### src/rtl/rv_fetch_pkg.sv
// Shared fetch-stage constants and the fetch-entry payload type.
package rv_fetch_pkg;

  localparam int unsigned FETCH_XLEN  = 32;
  localparam int unsigned INSTR_BYTES = 4;
  localparam logic [FETCH_XLEN-1:0] NOP_INSTR = 32'h0000_0013;

  typedef struct packed {
    logic [FETCH_XLEN-1:0] pc;
    logic [FETCH_XLEN-1:0] instr;
  } fetch_entry_t;

endpackage

### src/rtl/ifq_slot_ram.sv
// Fetch queue slot storage: pc written at allocation, instr at fill,
// asynchronous head read, plus a per-slot filled flag.
module ifq_slot_ram #(
  parameter int unsigned XLEN  = 32,
  parameter int unsigned DEPTH = 4,
  localparam int unsigned AW   = $clog2(DEPTH)
) (
  input  logic            clk,
  input  logic            rst_n,
  input  logic            clear,
  input  logic            pc_we,
  input  logic [AW-1:0]   pc_waddr,
  input  logic [XLEN-1:0] pc_wdata,
  input  logic            instr_we,
  input  logic [AW-1:0]   instr_waddr,
  input  logic [XLEN-1:0] instr_wdata,
  input  logic            free,
  input  logic [AW-1:0]   raddr,
  output logic [XLEN-1:0] rd_pc,
  output logic [XLEN-1:0] rd_instr,
  output logic            rd_filled
);

  logic [XLEN-1:0]  pc_mem    [DEPTH];
  logic [XLEN-1:0]  instr_mem [DEPTH];
  logic [DEPTH-1:0] filled;

  // Payload arrays carry no reset; validity lives in filled and the top's counters.
  always_ff @(posedge clk) begin
    if (pc_we)    pc_mem[pc_waddr]       <= pc_wdata;
    if (instr_we) instr_mem[instr_waddr] <= instr_wdata;
  end

  // A slot is filled at most once per allocation and released by the head pop.
  always_ff @(posedge clk) begin
    if (!rst_n || clear) begin
      filled <= '0;
    end else begin
      if (instr_we) filled[instr_waddr] <= 1'b1;
      if (free)     filled[raddr]       <= 1'b0;
    end
  end

  assign rd_pc     = pc_mem[raddr];
  assign rd_instr  = instr_mem[raddr];
  assign rd_filled = filled[raddr];

endmodule

### src/rtl/ifetch_queue.sv
// Instruction prefetch queue: owns the sequential fetch PC, issues in-order
// word requests and buffers returned instructions with their PCs for decode.
module ifetch_queue
  import rv_fetch_pkg::*;
#(
  parameter int unsigned     XLEN     = 32,
  parameter int unsigned     DEPTH    = 4,
  parameter logic [XLEN-1:0] RESET_PC = '0
) (
  input  logic            clk,
  input  logic            rst_n,
  input  logic            redirect_valid,
  input  logic [XLEN-1:0] redirect_pc,
  output logic            imem_req_valid,
  input  logic            imem_req_ready,
  output logic [XLEN-1:0] imem_req_addr,
  input  logic            imem_rsp_valid,
  input  logic [XLEN-1:0] imem_rsp_data,
  output logic            out_valid,
  input  logic            out_ready,
  output logic [XLEN-1:0] out_pc,
  output logic [XLEN-1:0] out_instr
);

  localparam int unsigned AW = $clog2(DEPTH);
  localparam int unsigned CW = AW + 1;

  logic [XLEN-1:0] fetch_pc, fetch_pc_d;
  logic [AW-1:0]   alloc_ptr, alloc_d, fill_ptr, fill_d, head_ptr, head_d;
  logic [CW-1:0]   count, count_d, pending, pending_d, drop_cnt, drop_d;
  logic            credit_ok, req_fire, rsp_drop, rsp_fill, pop, head_filled;

  // Allocated slots plus stale-response credits never exceed the slot count.
  assign credit_ok      = ((CW+1)'(count) + (CW+1)'(drop_cnt)) < (CW+1)'(DEPTH);
  assign imem_req_valid = rst_n & ~redirect_valid & credit_ok;
  assign imem_req_addr  = fetch_pc;
  assign req_fire       = imem_req_valid & imem_req_ready;

  assign rsp_drop = imem_rsp_valid & (drop_cnt != '0);
  assign rsp_fill = imem_rsp_valid & (drop_cnt == '0) & ~redirect_valid;

  assign out_valid = rst_n & ~redirect_valid & (count != '0) & head_filled;
  assign pop       = out_valid & out_ready;

  ifq_slot_ram #(
    .XLEN  (XLEN),
    .DEPTH (DEPTH)
  ) u_slots (
    .clk         (clk),
    .rst_n       (rst_n),
    .clear       (redirect_valid),
    .pc_we       (req_fire),
    .pc_waddr    (alloc_ptr),
    .pc_wdata    (fetch_pc),
    .instr_we    (rsp_fill),
    .instr_waddr (fill_ptr),
    .instr_wdata (imem_rsp_data),
    .free        (pop),
    .raddr       (head_ptr),
    .rd_pc       (out_pc),
    .rd_instr    (out_instr),
    .rd_filled   (head_filled)
  );

  // Next-state for fetch PC, ring pointers and credit counters.
  always_comb begin
    fetch_pc_d = fetch_pc;
    alloc_d    = alloc_ptr;
    fill_d     = fill_ptr;
    head_d     = head_ptr;
    count_d    = count;
    pending_d  = pending;
    drop_d     = drop_cnt;
    if (redirect_valid) begin
      fetch_pc_d = redirect_pc & ~XLEN'(INSTR_BYTES - 1);
      alloc_d    = '0;
      fill_d     = '0;
      head_d     = '0;
      count_d    = '0;
      pending_d  = '0;
      // Every outstanding request becomes stale; a response this cycle retires one.
      drop_d     = pending + drop_cnt - CW'(imem_rsp_valid);
    end else begin
      if (req_fire) begin
        fetch_pc_d = fetch_pc + XLEN'(INSTR_BYTES);
        alloc_d    = alloc_ptr + AW'(1);
      end
      if (rsp_drop) drop_d = drop_cnt - CW'(1);
      if (rsp_fill) fill_d = fill_ptr + AW'(1);
      if (pop)      head_d = head_ptr + AW'(1);
      count_d   = count + CW'(req_fire) - CW'(pop);
      pending_d = pending + CW'(req_fire) - CW'(rsp_fill);
    end
  end

  always_ff @(posedge clk) begin
    if (!rst_n) begin
      fetch_pc  <= RESET_PC;
      alloc_ptr <= '0;
      fill_ptr  <= '0;
      head_ptr  <= '0;
      count     <= '0;
      pending   <= '0;
      drop_cnt  <= '0;
    end else begin
      fetch_pc  <= fetch_pc_d;
      alloc_ptr <= alloc_d;
      fill_ptr  <= fill_d;
      head_ptr  <= head_d;
      count     <= count_d;
      pending   <= pending_d;
      drop_cnt  <= drop_d;
    end
  end

  a_no_overflow : assert property (@(posedge clk) disable iff (!rst_n)
    ((CW+1)'(count) + (CW+1)'(drop_cnt)) <= (CW+1)'(DEPTH));
  a_pending_le_count : assert property (@(posedge clk) disable iff (!rst_n)
    pending <= count);
  a_rsp_has_credit : assert property (@(posedge clk) disable iff (!rst_n)
    imem_rsp_valid |-> ((pending != '0) || (drop_cnt != '0)));

endmodule

### config.mk
export PLATFORM = sky130hd
export DESIGN_NAME = ifetch_queue
export DESIGN_NICKNAME = d
export VERILOG_FILES = /design/src/rtl/rv_fetch_pkg.sv /design/src/rtl/ifq_slot_ram.sv /design/src/rtl/ifetch_queue.sv
export SDC_FILE = /design/constraint.sdc
export NUM_CORES = 1
export LEC_CHECK = 0
export CELL_PAD_IN_SITES_DETAIL_PLACEMENT = 0
export CELL_PAD_IN_SITES_GLOBAL_PLACEMENT = 2
export CORE_MARGIN = 8
export CORE_UTILIZATION = 40
export CTS_CLUSTER_DIAMETER = 200
export DETAILED_ROUTE_END_ITERATION = 10
export GPL_TIMING_DRIVEN = 0
export PLACE_DENSITY_LB_ADDON = 0.1
export SYNTH_ARGS = -nofsm -noshare
export SYNTH_HDL_FRONTEND = slang
export SYNTH_SLANG_ARGS = --single-unit
### constraint.sdc
create_clock -name clk -period 3.1 [get_ports clk]
set_input_delay 0.62 -clock clk [delete_from_list [all_inputs] [get_ports clk]]
set_output_delay 0.62 -clock clk [all_outputs]
set_load 0.01 [all_outputs]
After elaboration in Yosys (flattened, before gate mapping)
Memories as Yosys holds them, arrays and structs flattened. A register that Yosys moved wholly into a read port is not among the register bits.
Index checks and enable logic that the tools add are counted.
Cells by class
  magnitude comparators: 5
  add/sub/neg operators: 12
  reductions and logical operators: 10
  mux-type cells: 21
  bitwise logic cells: 14
Operators with widths (number)
  $mux 32: 2
  $add 32x3->32 const B: 1
  $mux 4: 3
  $and 1x1->1: 9
  $sub 3x1->3: 3
  $mux 2: 4
  $mux 1: 7
  $add 2x1->2 const B: 3
  $add 3x1->3: 2
  $lt 2x3->1 const B: 2
  $mux 3: 2
  $reduce_bool 3->1: 2
  $add 3x3->4: 1
  $and 4x4->4: 1
  $demux 1 s2: 2
  $ge 2x1->1 const B: 2
  $lt 4x3->1 const B: 1
  $not 4->4: 1
  $or 4x4->4: 1
  $reduce_bool 2->1: 2
  $add 3x3->3: 1
  $logic_not 3->1: 1
  $sub 3x1->3 const B: 1
  $bmux 1 s2: 1
  other kinds (5): 7
Storage, ports and cells
  memories kept: 2
  logic and storage cells: 73
  bits in writable memories: 256
  register bits: 51
Memories
  u_slots.instr_mem: words 4, bits a word 32, rd ports 1, clocked after memory_dff 1, wr ports 1, line ifq_slot_ram.sv:25  | logic [XLEN-1:0] instr_mem [DEPTH];
  u_slots.pc_mem: words 4, bits a word 32, rd ports 1, clocked after memory_dff 1, wr ports 1, line ifq_slot_ram.sv:24  | logic [XLEN-1:0] pc_mem [DEPTH];

Longest topological paths before layout
  word-level depth: 9
  depth in mapped cells: 13
  mapped depth without buffers: 11

Modules after synthesis
Synthesis repeated with hierarchy kept, for this count alone.
Unflattened totals
  cells, all modules: 706
  area total of the unflattened synthesis: 12286.8 µm²
By module, submodules not included
  ifq_slot_ram: times used 1, cells an instance 362, sequential area each 7767.4 µm², area an instance 9501.6 µm²
  ifetch_queue: times used 1, cells an instance 344, sequential area each 900.9 µm², area an instance 2785.2 µm²

Worst setup path after synthesis
No wires, ideal clock.
  path type: reg2reg
  from: register count[1]
  to: register pending[2]
  path buffers: 2
  arrival time: 2634 ps
  cell stages (with the launch flop): 14
  slack: 338 ps
  setup time: 128 ps
  clock period less this slack: 2762 ps
  path through: dfxtp_1 > ha_1 > a311oi_1 > and4b_1 > buf_4 > inv_2 > buf_2 > ha_1 > inv_1 > ha_1 > fa_1 > xnor2_1 > xnor2_1 > nor2_1
On the way
  cells in the longest elaborated chain, start to end: 6
Ends and longest elaborated chain
  from (decl): line ifetch_queue.sv:30  | logic [CW-1:0] count, count_d, pending, pending_d, drop_cnt, drop_d;
  from (signal assigned): line ifetch_queue.sv:110  | count <= count_d;
  $add 3x3->4: line ifetch_queue.sv:34  | assign credit_ok = ((CW+1)'(count) + (CW+1)'(drop_cnt)) < (CW+1)'(DEPTH);
  $lt 4x3->1: line ifetch_queue.sv:34
  $and 1x1->1: line ifetch_queue.sv:35  | assign imem_req_valid = rst_n & ~redirect_valid & credit_ok;
  $and 1x1->1: line ifetch_queue.sv:37  | assign req_fire = imem_req_valid & imem_req_ready;
  $add 3x1->3: line ifetch_queue.sv:92  | pending_d = pending + CW'(req_fire) - CW'(rsp_fill);
  $sub 3x1->3: line ifetch_queue.sv:92
  to (signal assigned): line ifetch_queue.sv:111  | pending <= pending_d;
  to (decl): line ifetch_queue.sv:30
Every way passes these cells.
A chain may end at the register's enable or synchronous reset.

Worst setup path in the final report
  from: input rst_n
  to: output imem_req_valid
On the way
  cells in the longest elaborated chain, start to end: 2
Ends and longest elaborated chain
  from (decl): line ifetch_queue.sv:11  | input logic rst_n,
  $and 1x1->1 (2 in a row): line ifetch_queue.sv:35
  to (decl): line ifetch_queue.sv:14  | output logic imem_req_valid,
Every way passes these cells.

==> summary.txt <==
Share of the clock period used by the worst path after layout -> 0.972
Type of destination of the critical path -> primary output
Met1 Wirelength -> 12600 microns
Maximum achievable frequency -> 332 MHz
Pin count of the biggest net entering global routing -> 34
Uppermost signal routing layer after detailed routing -> met4
Post-route design area -> 15400 sq um
TritonCTS clock tree -> yes
Yosys reg bits -> 299
Pwr per Cell Area -> 601 nW/um^2
Per-instance average area after synthesis -> 17.2 sq um
Detailed route wirelength on metal2 -> 13900 microns
HPWL reported at the end of detailed placement -> 19600 microns
Overall die height -> 189 microns
Most frequent cell after synthesis -> edfxtp_1
Unrepaired setup endpoints after global routing -> true
Final-report hold violation count -> 0
Slew Viols, Final -> 0
DR pass1 iterations -> 5
Wire length per cell -> 21.8 microns
Skew final -> 13.8 ps
Cell seen most often among critical-path stages -> clkdlybuf4s50_1
Number of flops mapped to enable cells by yosys -> 248
Maximum capacitance violations -> 0
Routability Congestion -> 0.775
Worst IR drop on VDD -> 0.374 mV
Vias per std cell -> 5.21
Bufs on Longest Clock Path -> 3
Top cells by area, synth -> edfxtp_1, mux4_2, dfxtp_1
Most instantiated flip-flop cell in the synthesis netlist -> edfxtp_1
Worst hold path type -> flop to flop
Leakage power -> 0.00507 uW
Cell with the largest stage delay on the worst path -> clkdlybuf4s50_1
Vias in the first global route -> 7620
Final critical path time including I/O delays and setup -> 3010 ps
Overall overflow remaining after global route -> 0
Critical path buffer and inverter count -> 3
Status -> finished clean
Number of remaining DRC errors -> 0
Clk sinks -> 299
Top Family by Delay on Critical Path -> buffers and inverters
Number of different library cells in the post-synthesis netlist -> 58
Startpoint of the lowest-slack register-to-register path -> count[1]$_SDFF_PP0_
CP max FO -> 10
Number of nets in the layout -> 998
Total clock buffers created by CTS -> 34
Post-route ant nets -> 0
Delay contributed by the slowest stage of the critical path -> 570 ps
Number of placed I/O pins -> 168
Cell count after synthesis -> 698
Hold Crit Start -> u_slots.filled[2]$_SDFF_PP0_
Clock transition at the registers of the reported paths -> 50 ps
Global router's overall resource usage -> 0.163
Sequential area share after synthesis -> 0.705
Ordered cell list for the critical path -> clkdlybuf4s50_1, buf_2, nand2_2, nor3b_2, clkdlybuf4s50_1
Synthesis warning total -> 0
CTS Root Cell -> clkbuf_16
Critical path start-end classification -> primary input to primary output
Worst endpoint data arrival time -> 2390 ps
First-pass GRT wire length -> 45000 microns
Worst EP required -> 2480 ps
Top cell types by occurrence after synthesis -> edfxtp_1, mux4_2, dfxtp_1
Core area -> 29600 sq um
Number of placed instances, taps included -> 1258
Area of the mapped netlist -> 12000 sq um
Total vias in the final route -> 6862
Share of async-settable or async-resettable flops after synthesis -> 0
Starting Density -> 0.405
Fillers -> 2506
H-tree depth -> 2
Setup Buffers After CTS -> 0
CP startpoint kind -> primary input
Cell accounting for the most synthesized area -> edfxtp_1
Hold bufs inserted after CTS -> 0
Total length of routed met3 wires -> 1810 microns
Fraction of synthesized cell area taken by the top area cell type -> 0.620
Post-detailed-placement cell area -> 14300 sq um
Port Buffers -> 161
Initial antenna violation count -> 0
Antenna diodes -> 0
Source-to-sink clock delay at the later pin of the worst-skew pair -> 520 ps
Layout Cells excl Fill -> 1317
Row count -> 63
Die width -> 189 microns
Detailed router's first-iteration violation count -> 460
Worst-case headroom to the max-slew limit -> 0.413
Critical path launch point -> rst_n
Die Outline Area -> 35800 sq um
Area growth from synthesis to final layout -> 28.3%
Number of setup violations in the final report -> 0
Total Routed Length -> 28700 microns
Worst Tran Pin Value -> 880 ps
Proportion of layout cells with a drive suffix above 1 -> 0.178
[path summary, 6_finish.rpt]
check	endpoint	slack (ps)	depth (start not counted)
worst max-delay path	imem_req_valid	90	5
worst min-delay path	u_slots.filled[2]$_SDFF_PP0_	500	2
worst min register to register	u_slots.filled[2]$_SDFF_PP0_	500	2
worst max register to register	u_slots.pc_mem[0][3]$_DFFE_PP_	160	7
[logic make-up after synthesis]
logic type / after synthesis / synth area share
DFF: 299 / 0.705
other: 1 / 0.000312
and+or+nand+nor: 139 / 0.0627
muxes: 72 / 0.126
buffers and inverters: 63 / 0.0232
xor gates and xnor gates: 11 / 0.00802
adders and majority gates: 27 / 0.0300
AOI/OAI and AO/OA: 86 / 0.0442
[area by class of cell]
| class | count | area, sq um | area share |
|---|---|---|---|
| inverter | 24 | 92.6 | 0.00601 |
| buffer | 36 | 225 | 0.0146 |
| timing repair buffer | 167 | 1740 | 0.113 |
| multi-input combinational | 339 | 3300 | 0.214 |
| sequential | 299 | 8470 | 0.550 |
| clock inverter | 20 | 179 | 0.0116 |
| clock buffer | 42 | 912 | 0.0592 |
| tap | 390 | 488 | 0.0317 |
[routing by layer]
| metal | up-vias | global-route usage |
|---|---|---|
| li1 | 3168 | - |
| met4 | 0 | 0.0391 |
| met3 | 32 | 0.0453 |
| met5 | - | 0 |
| met2 | 206 | 0.273 |
| met1 | 3456 | 0.208 |
[cells in the final DEF, fill, tap and decap left out, types with 10 or more instances in the layout]
master           synthesis  final
a21oi_1                 32     32
clkbuf_1                18     18
clkbuf_16                0     35
clkdlybuf4s50_1          0    160
dfxtp_1                 51     49
edfxtp_1               248    248
ha_1                    24     24
inv_1                   22     22
mux4_2                  63     63
nand2_1                 28     27
nand3_1                 11     11
nor2_1                  28     28
o21ai_0                 18     18
xnor2_1                 10     10
[per-stage QoR]
| stage | worst slack [ps] | total power, uW | util | hold WS, ps | setup TNS (ps) |
|---|---|---|---|---|---|
| 6_report | 88.2 | 9270 | 0.520 | 498 | 0 |
| 3_3_place_gp | -1240 | 5470 | 0.476 | 479 | -217900 |
| 3_5_place_dp | -639 | 5500 | 0.481 | 495 | -50400 |
| 5_1_grt | -17.3 | 9640 | 0.520 | 525 | -201 |
| 2_1_floorplan | 338 | 5040 | - | 469 | 0 |
| 4_1_cts | -7.71 | 9390 | 0.519 | 503 | -7.71 |
[worst register-to-register path: stages, from the launching register on]
cell	delay, ps
dfxtp_2	340
ha_1	300
a311oi_2	270
and4b_1	250
buf_6	160
clkbuf_1	520
and2_2	530
buf_12	240
[registers in the layout, summed over array words and instances, names as in the netlist, 3 cells and up, named ones only]
signal / flops
count: 3
drop_cnt: 3
imem_req_addr: 30
pending: 3
u_slots.filled: 4
u_slots.instr_mem: 128
u_slots.pc_mem: 120
[where the power goes]
part	switching [uW]	internal, uW
clock	1570	2280
combinational	390	426
sequential	103	4500
total	2070	7200
[repair_timing]
| action | CTS | global route |
|---|---|---|
| cloned | 0 | 0 |
| endpoints found under the setup margin | 93 | 62 |
| gates resized for setup | 22 | 12 |
| endpoints found under the hold margin | 0 | 0 |
Power figures use the tool's default switching activity.
